==> config.mk <==
export PLATFORM = sky130hd
export DESIGN_NAME = fma_issue_arbiter
export DESIGN_NICKNAME = d
export VERILOG_FILES = /design/src/rtl/fma_issue_arbiter.sv
export SDC_FILE = /design/constraint.sdc
export NUM_CORES = 1
export LEC_CHECK = 0
export ABC_AREA = 1
export CAP_MARGIN = 15
export CORE_AREA = 3 3 318 320
export DETAILED_ROUTE_END_ITERATION = 7
export DIE_AREA = 0 0 321 323
export GPL_TIMING_DRIVEN = 0
export PLACE_DENSITY = 0.59
export SLEW_MARGIN = 20
export SYNTH_ARGS = -nofsm -noshare
export SYNTH_HDL_FRONTEND = slang
export SYNTH_SLANG_ARGS = --single-unit
export TNS_END_PERCENT = 1
==> constraint.sdc <==
create_clock -name clk -period 5.8 [get_ports clk]
set_input_delay 0.87 -clock clk [delete_from_list [all_inputs] [get_ports clk]]
set_output_delay 0.87 -clock clk [all_outputs]
set_load 0.005 [all_outputs]
==> src/rtl/fma_issue_arbiter.sv <==
// Round-robin issue arbiter sharing one pipelined FMA unit between two requesters,
// with credit-guarded response FIFOs. Optional protocol checker: FMA_ISSUE_ARBITER_CHECK_EN.
module fma_issue_arbiter #(
  parameter int LATENCY    = 4,
  parameter int RESP_DEPTH = 4
) (
  input  logic        clk,
  input  logic        rst_n,
  input  logic        req0_valid,
  output logic        req0_ready,
  input  logic [64:0] req0_a,
  input  logic [64:0] req0_b,
  input  logic [64:0] req0_c,
  input  logic [1:0]  req0_op,
  input  logic [2:0]  req0_rm,
  input  logic        req1_valid,
  output logic        req1_ready,
  input  logic [64:0] req1_a,
  input  logic [64:0] req1_b,
  input  logic [64:0] req1_c,
  input  logic [1:0]  req1_op,
  input  logic [2:0]  req1_rm,
  output logic        resp0_valid,
  input  logic        resp0_ready,
  output logic [64:0] resp0_out,
  output logic [4:0]  resp0_flags,
  output logic        resp1_valid,
  input  logic        resp1_ready,
  output logic [64:0] resp1_out,
  output logic [4:0]  resp1_flags,
  output logic        fma_validin,
  output logic [64:0] fma_a,
  output logic [64:0] fma_b,
  output logic [64:0] fma_c,
  output logic [1:0]  fma_op,
  output logic [2:0]  fma_rm,
  input  logic        fma_validout,
  input  logic [64:0] fma_out,
  input  logic [4:0]  fma_flags,
  output logic        busy,
  output logic        err
);
  localparam int CW = $clog2(RESP_DEPTH + 1);
  localparam int PW = (RESP_DEPTH > 1) ? $clog2(RESP_DEPTH) : 1;
  localparam logic [CW-1:0] CNT_MAX  = CW'(RESP_DEPTH);
  localparam logic [CW-1:0] CNT_ZERO = {CW{1'b0}};
  localparam logic [CW-1:0] CNT_ONE  = CW'(1'b1);
  localparam logic [PW-1:0] PTR_LAST = PW'(RESP_DEPTH - 1);

  logic [1:0]         elig_s, win_s, push_s, pop_s, resp_ready_s;
  logic               retire_s;
  logic               prio_q, prio_d;
  logic [CW-1:0]      credit_q [2];
  logic [CW-1:0]      credit_d [2];
  logic [CW-1:0]      count_q  [2];
  logic [CW-1:0]      count_d  [2];
  logic [PW-1:0]      wr_ptr_q [2];
  logic [PW-1:0]      wr_ptr_d [2];
  logic [PW-1:0]      rd_ptr_q [2];
  logic [PW-1:0]      rd_ptr_d [2];
  logic [69:0]        mem_q [2][RESP_DEPTH];
  logic [69:0]        mem_d [2][RESP_DEPTH];
  logic               fma_validin_q, fma_validin_d, fma_id_q, fma_id_d;
  logic [64:0]        fma_a_q, fma_a_d, fma_b_q, fma_b_d, fma_c_q, fma_c_d;
  logic [1:0]         fma_op_q, fma_op_d;
  logic [2:0]         fma_rm_q, fma_rm_d;
  logic [LATENCY-1:0] tag_v_q, tag_v_d, tag_id_q, tag_id_d;

  function automatic logic [PW-1:0] next_ptr(input logic [PW-1:0] p);
    if (p == PTR_LAST) next_ptr = {PW{1'b0}};
    else               next_ptr = p + PW'(1'b1);
  endfunction

  assign resp_ready_s = {resp1_ready, resp0_ready};

  always_comb begin
    elig_s[0] = req0_valid & (credit_q[0] != CNT_ZERO);
    elig_s[1] = req1_valid & (credit_q[1] != CNT_ZERO);
    win_s[0]  = elig_s[0] & (~elig_s[1] | ~prio_q);
    win_s[1]  = elig_s[1] & (~elig_s[0] |  prio_q);
    if (win_s[0])      prio_d = 1'b1;
    else if (win_s[1]) prio_d = 1'b0;
    else               prio_d = prio_q;
  end

  // Ready is held low while reset is asserted even though credits already read full.
  assign req0_ready = win_s[0] & rst_n;
  assign req1_ready = win_s[1] & rst_n;

  always_comb begin
    fma_validin_d = win_s[0] | win_s[1];
    fma_id_d = fma_id_q;
    fma_a_d  = fma_a_q;
    fma_b_d  = fma_b_q;
    fma_c_d  = fma_c_q;
    fma_op_d = fma_op_q;
    fma_rm_d = fma_rm_q;
    if (win_s[1]) begin
      fma_id_d = 1'b1; fma_a_d = req1_a; fma_b_d = req1_b; fma_c_d = req1_c;
      fma_op_d = req1_op; fma_rm_d = req1_rm;
    end else if (win_s[0]) begin
      fma_id_d = 1'b0; fma_a_d = req0_a; fma_b_d = req0_b; fma_c_d = req0_c;
      fma_op_d = req0_op; fma_rm_d = req0_rm;
    end else begin
      fma_id_d = fma_id_q;
    end
  end

  // Tag pipe follows the issue register, so its last stage lines up with fma_validout.
  always_comb begin
    tag_v_d  = tag_v_q;
    tag_id_d = tag_id_q;
    tag_v_d[0]  = fma_validin_q;
    tag_id_d[0] = fma_id_q;
    for (int i = 1; i < LATENCY; i++) begin
      tag_v_d[i]  = tag_v_q[i-1];
      tag_id_d[i] = tag_id_q[i-1];
    end
  end

  assign retire_s = tag_v_q[LATENCY-1];

  always_comb begin
    mem_d = mem_q;
    for (int n = 0; n < 2; n++) begin
      push_s[n]   = retire_s & (tag_id_q[LATENCY-1] == 1'(n));
      pop_s[n]    = (count_q[n] != CNT_ZERO) & resp_ready_s[n];
      wr_ptr_d[n] = wr_ptr_q[n];
      rd_ptr_d[n] = rd_ptr_q[n];
      if (push_s[n]) begin
        mem_d[n][wr_ptr_q[n]] = {fma_flags, fma_out};
        wr_ptr_d[n] = next_ptr(wr_ptr_q[n]);
      end else begin
        wr_ptr_d[n] = wr_ptr_q[n];
      end
      if (pop_s[n]) rd_ptr_d[n] = next_ptr(rd_ptr_q[n]);
      else          rd_ptr_d[n] = rd_ptr_q[n];
      case ({push_s[n], pop_s[n]})
        2'b10:   count_d[n] = count_q[n] + CNT_ONE;
        2'b01:   count_d[n] = count_q[n] - CNT_ONE;
        default: count_d[n] = count_q[n];
      endcase
      case ({win_s[n], pop_s[n]})
        2'b10:   credit_d[n] = credit_q[n] - CNT_ONE;
        2'b01:   credit_d[n] = credit_q[n] + CNT_ONE;
        default: credit_d[n] = credit_q[n];
      endcase
    end
  end

  always_ff @(posedge clk or negedge rst_n) begin
    if (!rst_n) begin
      prio_q        <= 1'b0;
      fma_validin_q <= 1'b0;
      fma_id_q      <= 1'b0;
      fma_a_q       <= 65'd0;
      fma_b_q       <= 65'd0;
      fma_c_q       <= 65'd0;
      fma_op_q      <= 2'd0;
      fma_rm_q      <= 3'd0;
      tag_v_q       <= {LATENCY{1'b0}};
      tag_id_q      <= {LATENCY{1'b0}};
      for (int n = 0; n < 2; n++) begin
        credit_q[n] <= CNT_MAX;
        count_q[n]  <= CNT_ZERO;
        wr_ptr_q[n] <= {PW{1'b0}};
        rd_ptr_q[n] <= {PW{1'b0}};
        for (int e = 0; e < RESP_DEPTH; e++) mem_q[n][e] <= 70'd0;
      end
    end else begin
      prio_q        <= prio_d;
      fma_validin_q <= fma_validin_d;
      fma_id_q      <= fma_id_d;
      fma_a_q       <= fma_a_d;
      fma_b_q       <= fma_b_d;
      fma_c_q       <= fma_c_d;
      fma_op_q      <= fma_op_d;
      fma_rm_q      <= fma_rm_d;
      tag_v_q       <= tag_v_d;
      tag_id_q      <= tag_id_d;
      credit_q      <= credit_d;
      count_q       <= count_d;
      wr_ptr_q      <= wr_ptr_d;
      rd_ptr_q      <= rd_ptr_d;
      mem_q         <= mem_d;
    end
  end

`ifdef FMA_ISSUE_ARBITER_CHECK_EN
  logic err_q, err_d;

  // Any strobe/tag disagreement latches the error until reset; untagged strobes never retire.
  always_comb begin
    if (fma_validout != tag_v_q[LATENCY-1]) err_d = 1'b1;
    else                                    err_d = err_q;
  end

  always_ff @(posedge clk or negedge rst_n) begin
    if (!rst_n) err_q <= 1'b0;
    else        err_q <= err_d;
  end

  assign err = err_q;
`else
  logic unused_validout_s;
  assign unused_validout_s = fma_validout;
  assign err = 1'b0;
`endif

  assign fma_validin = fma_validin_q;
  assign fma_a       = fma_a_q;
  assign fma_b       = fma_b_q;
  assign fma_c       = fma_c_q;
  assign fma_op      = fma_op_q;
  assign fma_rm      = fma_rm_q;
  assign resp0_valid = (count_q[0] != CNT_ZERO);
  assign resp1_valid = (count_q[1] != CNT_ZERO);
  assign resp0_out   = mem_q[0][rd_ptr_q[0]][64:0];
  assign resp0_flags = mem_q[0][rd_ptr_q[0]][69:65];
  assign resp1_out   = mem_q[1][rd_ptr_q[1]][64:0];
  assign resp1_flags = mem_q[1][rd_ptr_q[1]][69:65];
  assign busy = fma_validin_q | (|tag_v_q) | resp0_valid | resp1_valid;
endmodule
==> flow_summary.toml <==
[synthesis]
synth_fp_nets = 5018
synth_warnings = 0
synth_compound_area_frac = 0.1438
seq_area_frac_synth = 0.5481
synth_area_mm2 = 0.03612
synth_simple_gate_area_frac = 0.2246
synth.area.mux_share = 0.0006235
avgSynthCellArea_um2 = 7.985
synth_edf_count = 0
synth_xor_area_frac = 0.001940
async_reset_ff_frac = 1.000
synth_fa_ha_area_frac = 0.007067
synth_ff_type = "dfrtp_1"
synth_top_family_by_area = "simple AND/OR/NAND/NOR gates"
syn_inst = 4523
synth_cell_type_count = 30
ys_seq_elements = 791

[route]
dr.pass1.iters = 6
drc_errors = 0
met3WireLength_mm = 11.97
routed_wl_mm = 167.1
drtAntennaViolNets = 0
drt_iter0_drc = 2774
vias = 35107
wl_met2_mm = 79.10
top_layer_used = "met5"
wl_met1_mm = 66.95
wl_per_cell_um = 24.46
vias_per_cell = 5.137

[sta]
fin_worst_skew_ps = 37.76
period_minus_slack_ps = 4717
setup_tns_ps = 0
period_share = 0.8133
relSlewSlack = 0.3588
worst_slew_pin_slew_ps = 958.3
setup_viol = 0
grt_setup_unrepaired = "false"
finalHoldViolCount = 0
slew_violations = 0
max_freq_ghz = 0.2120
timing.final.ws_setup_ps = 1083

[global_route]
grt_usage = 0.3142
antenna_found_initial = 62
grt_start_max_net_pins = 137
grt_pass1_wl_mm = 239.5
gr-total-overflow = 0
grt_pass1_vias = 34821

[final_layout]
drive_above_1_share = 0.06709
nets = 5939
area.sequential_mm2 = 0.01980
fin_cells = 6834
post-route-util = 0.5007
syn2layout_area_growth_pct = 36.45
n_fill_cell = 9864
multiInputGateArea_mm2 = 0.01366

[clocking]
cts_tree = "yes"
ctsHoldBuffers = 0
cts_root_buf = "clkbuf_16"
cts_resized = 0
insertion_delay_ps = 660
cts_sinks = 791
cts_max_level = 3
numCtsBuffers = 92
cts.reportedPaths.clkPinSlew_ps = 60
cts_setup_buffers = 0
cts_buffer_depth = 3

[die]
initial_utilization = 0.3670
design.core.area_mm2 = 0.09842
chipWidth_um = 321
die_area_mm2 = 0.1037
ios = 824
dieHeight_um = 323
num_rows = 115

[placed_design]
gp_congestion = 0.9914
dp_slack_ps = 1707
numPortBuffers = 821
dp_cells = 6637
hpwl_mm = 128.5

[setup_path]
cp.arrival_ps = 3850
cpPeakStageDelay_ps = 730
endpoint_kind = "output pin"
start_kind = "flop"
worst_r2r_path_depth = 11
critPathTopFamily = "buffers and inverters"
crit_required_ps = 4930
critPathKind = "reg -> out"
crit_path_cell_trace = "inv_1 -> clkbuf_1 -> o21ai_0 -> o22ai_1 -> clkdlybuf4s50_1"
cp_slowest_cell = "inv_1"
critPathBufInv = 3
worstPathMaxFanout = 10
cp.depth = 5

[power]
ir_worst_vdd_mv = 0.2588
p_per_area_mw_per_mm2 = 603.1
p_leak_uw = 0.02405

[job]
drv_cap = 0

[min_path]
min_path_type = "in -> async"

[run_status]
status = "completed"
==> logic make-up after synthesis <==
kind of cell,count (synthesis)
adder cells (fa/ha/maj),18
other,1
multiplexers,2
XOR/XNOR,8
buffers and inverters,617
AO/OA/AOI/OAI,1000
flip-flops,791
AND/OR/NAND/NOR,2086
==> power breakdown <==
group	total [uW]	internal [uW]	switching (uW)
Clock	5960	3480	2470
Sequential	9980	8340	1640
Combinational	13800	5910	7880
==> path summary, 6_finish.rpt <==
path	slack (ps)	startpoint	end
min in group clk	350	tag_id_q[1]$_DFF_PN0_	tag_id_q[2]$_DFF_PN0_
max in group asynchronous	3810	rst_n	fma_b[1]$_DFFE_PN0P_
worst min register to register	350	tag_id_q[1]$_DFF_PN0_	tag_id_q[2]$_DFF_PN0_
worst max register to register	3220	credit_q[0]$_DFFE_PN0P_	credit_q[2]$_DFFE_PN1P_
worst min-delay path	170	rst_n	mem_q[67]$_DFFE_PN0P_
worst max-delay path	1080	rd_ptr_q[1]$_DFFE_PN0P_	resp1_out[28]
==> state kept, by name, summed over array words and instances (netlist names), 3 cells and up <==
name and count:
fma_b 65, fma_a 65, fma_rm 3, count_q 6, fma_c 65, wr_ptr_q 4
tag_v_q 4, credit_q 6, tag_id_q 4, rd_ptr_q 4, mem_q 560
==> cells in the final DEF (no fill, tap or decap), types with 2 or more instances in the layout <==
master,instances
ha_1,14
nor3_1,4
clkdlybuf4s50_1,820
clkinv_4,2
buf_6,12
o21ai_0,824
o21ai_1,30
buf_2,170
fa_1,4
clkinvlp_4,3
clkbuf_8,18
clkinv_8,2
clkbuf_16,94
bufinv_16,6
clkbuf_1,131
a21oi_1,3
xnor2_1,6
dfstp_2,2
clkbuf_2,21
a21boi_2,2
diode_2,32
o22ai_1,140
dfrtp_1,789
buf_4,5
clkinv_2,16
clkinv_16,2
nor2_1,292
mux2_2,2
nand3_1,202
xor2_1,2
inv_1,297
buf_16,6
nand2_1,1584
==> routing by layer <==
| layer | vias up | global-route usage |
|---|---|---|
| met2 | 1311 | 0.5190 |
| met4 | 6 | 0.1438 |
| met3 | 324 | 0.07508 |
| met5 | - | 0 |
| li1 | 16357 | - |
| met1 | 17109 | 0.3914 |
==> Yosys cell counts, types with 3 or more instances <==
cell,number,area share
clkbuf_1,110,0.011
clkbuf_2,21,0.0029
o21ai_0,824,0.11
ha_1,14,0.0048
buf_6,12,0.0037
nor2_1,292,0.030
fa_1,4,0.0022
inv_1,297,0.031
nand3_1,202,0.028
xnor2_1,6,0.0015
a21oi_1,3,0.00042
nor3_1,4,0.00055
o22ai_1,140,0.024
buf_4,5,0.0010
nand2_1,1584,0.16
buf_2,170,0.024
o21ai_1,30,0.0042
dfrtp_1,789,0.55
==> cell type report <==
class / instances / area share
multi-input combinational: 3115 / 0.2771
inverter: 298 / 0.02270
timing repair buffer: 827 / 0.1703
tap: 1287 / 0.03267
clock buffer: 133 / 0.05436
buffer: 319 / 0.03135
sequential: 791 / 0.4017
antenna: 32 / 0.001625
clock inverter: 32 / 0.008150
==> through the flow <==
stage | power [uW] | hold slack [ps] | instance area [um^2]
6_report | 29720 | 169.5 | 49280
5_1_grt | 31670 | 202.6 | 49270
4_1_cts | 29810 | 203.2 | 49200
3_5_place_dp | 23710 | 340.2 | 46120
3_3_place_gp | 23650 | 334.4 | 45950
2_1_floorplan | 16060 | 331.2 | 36120
No activity file was read; power rests on OpenSTA's default activity.
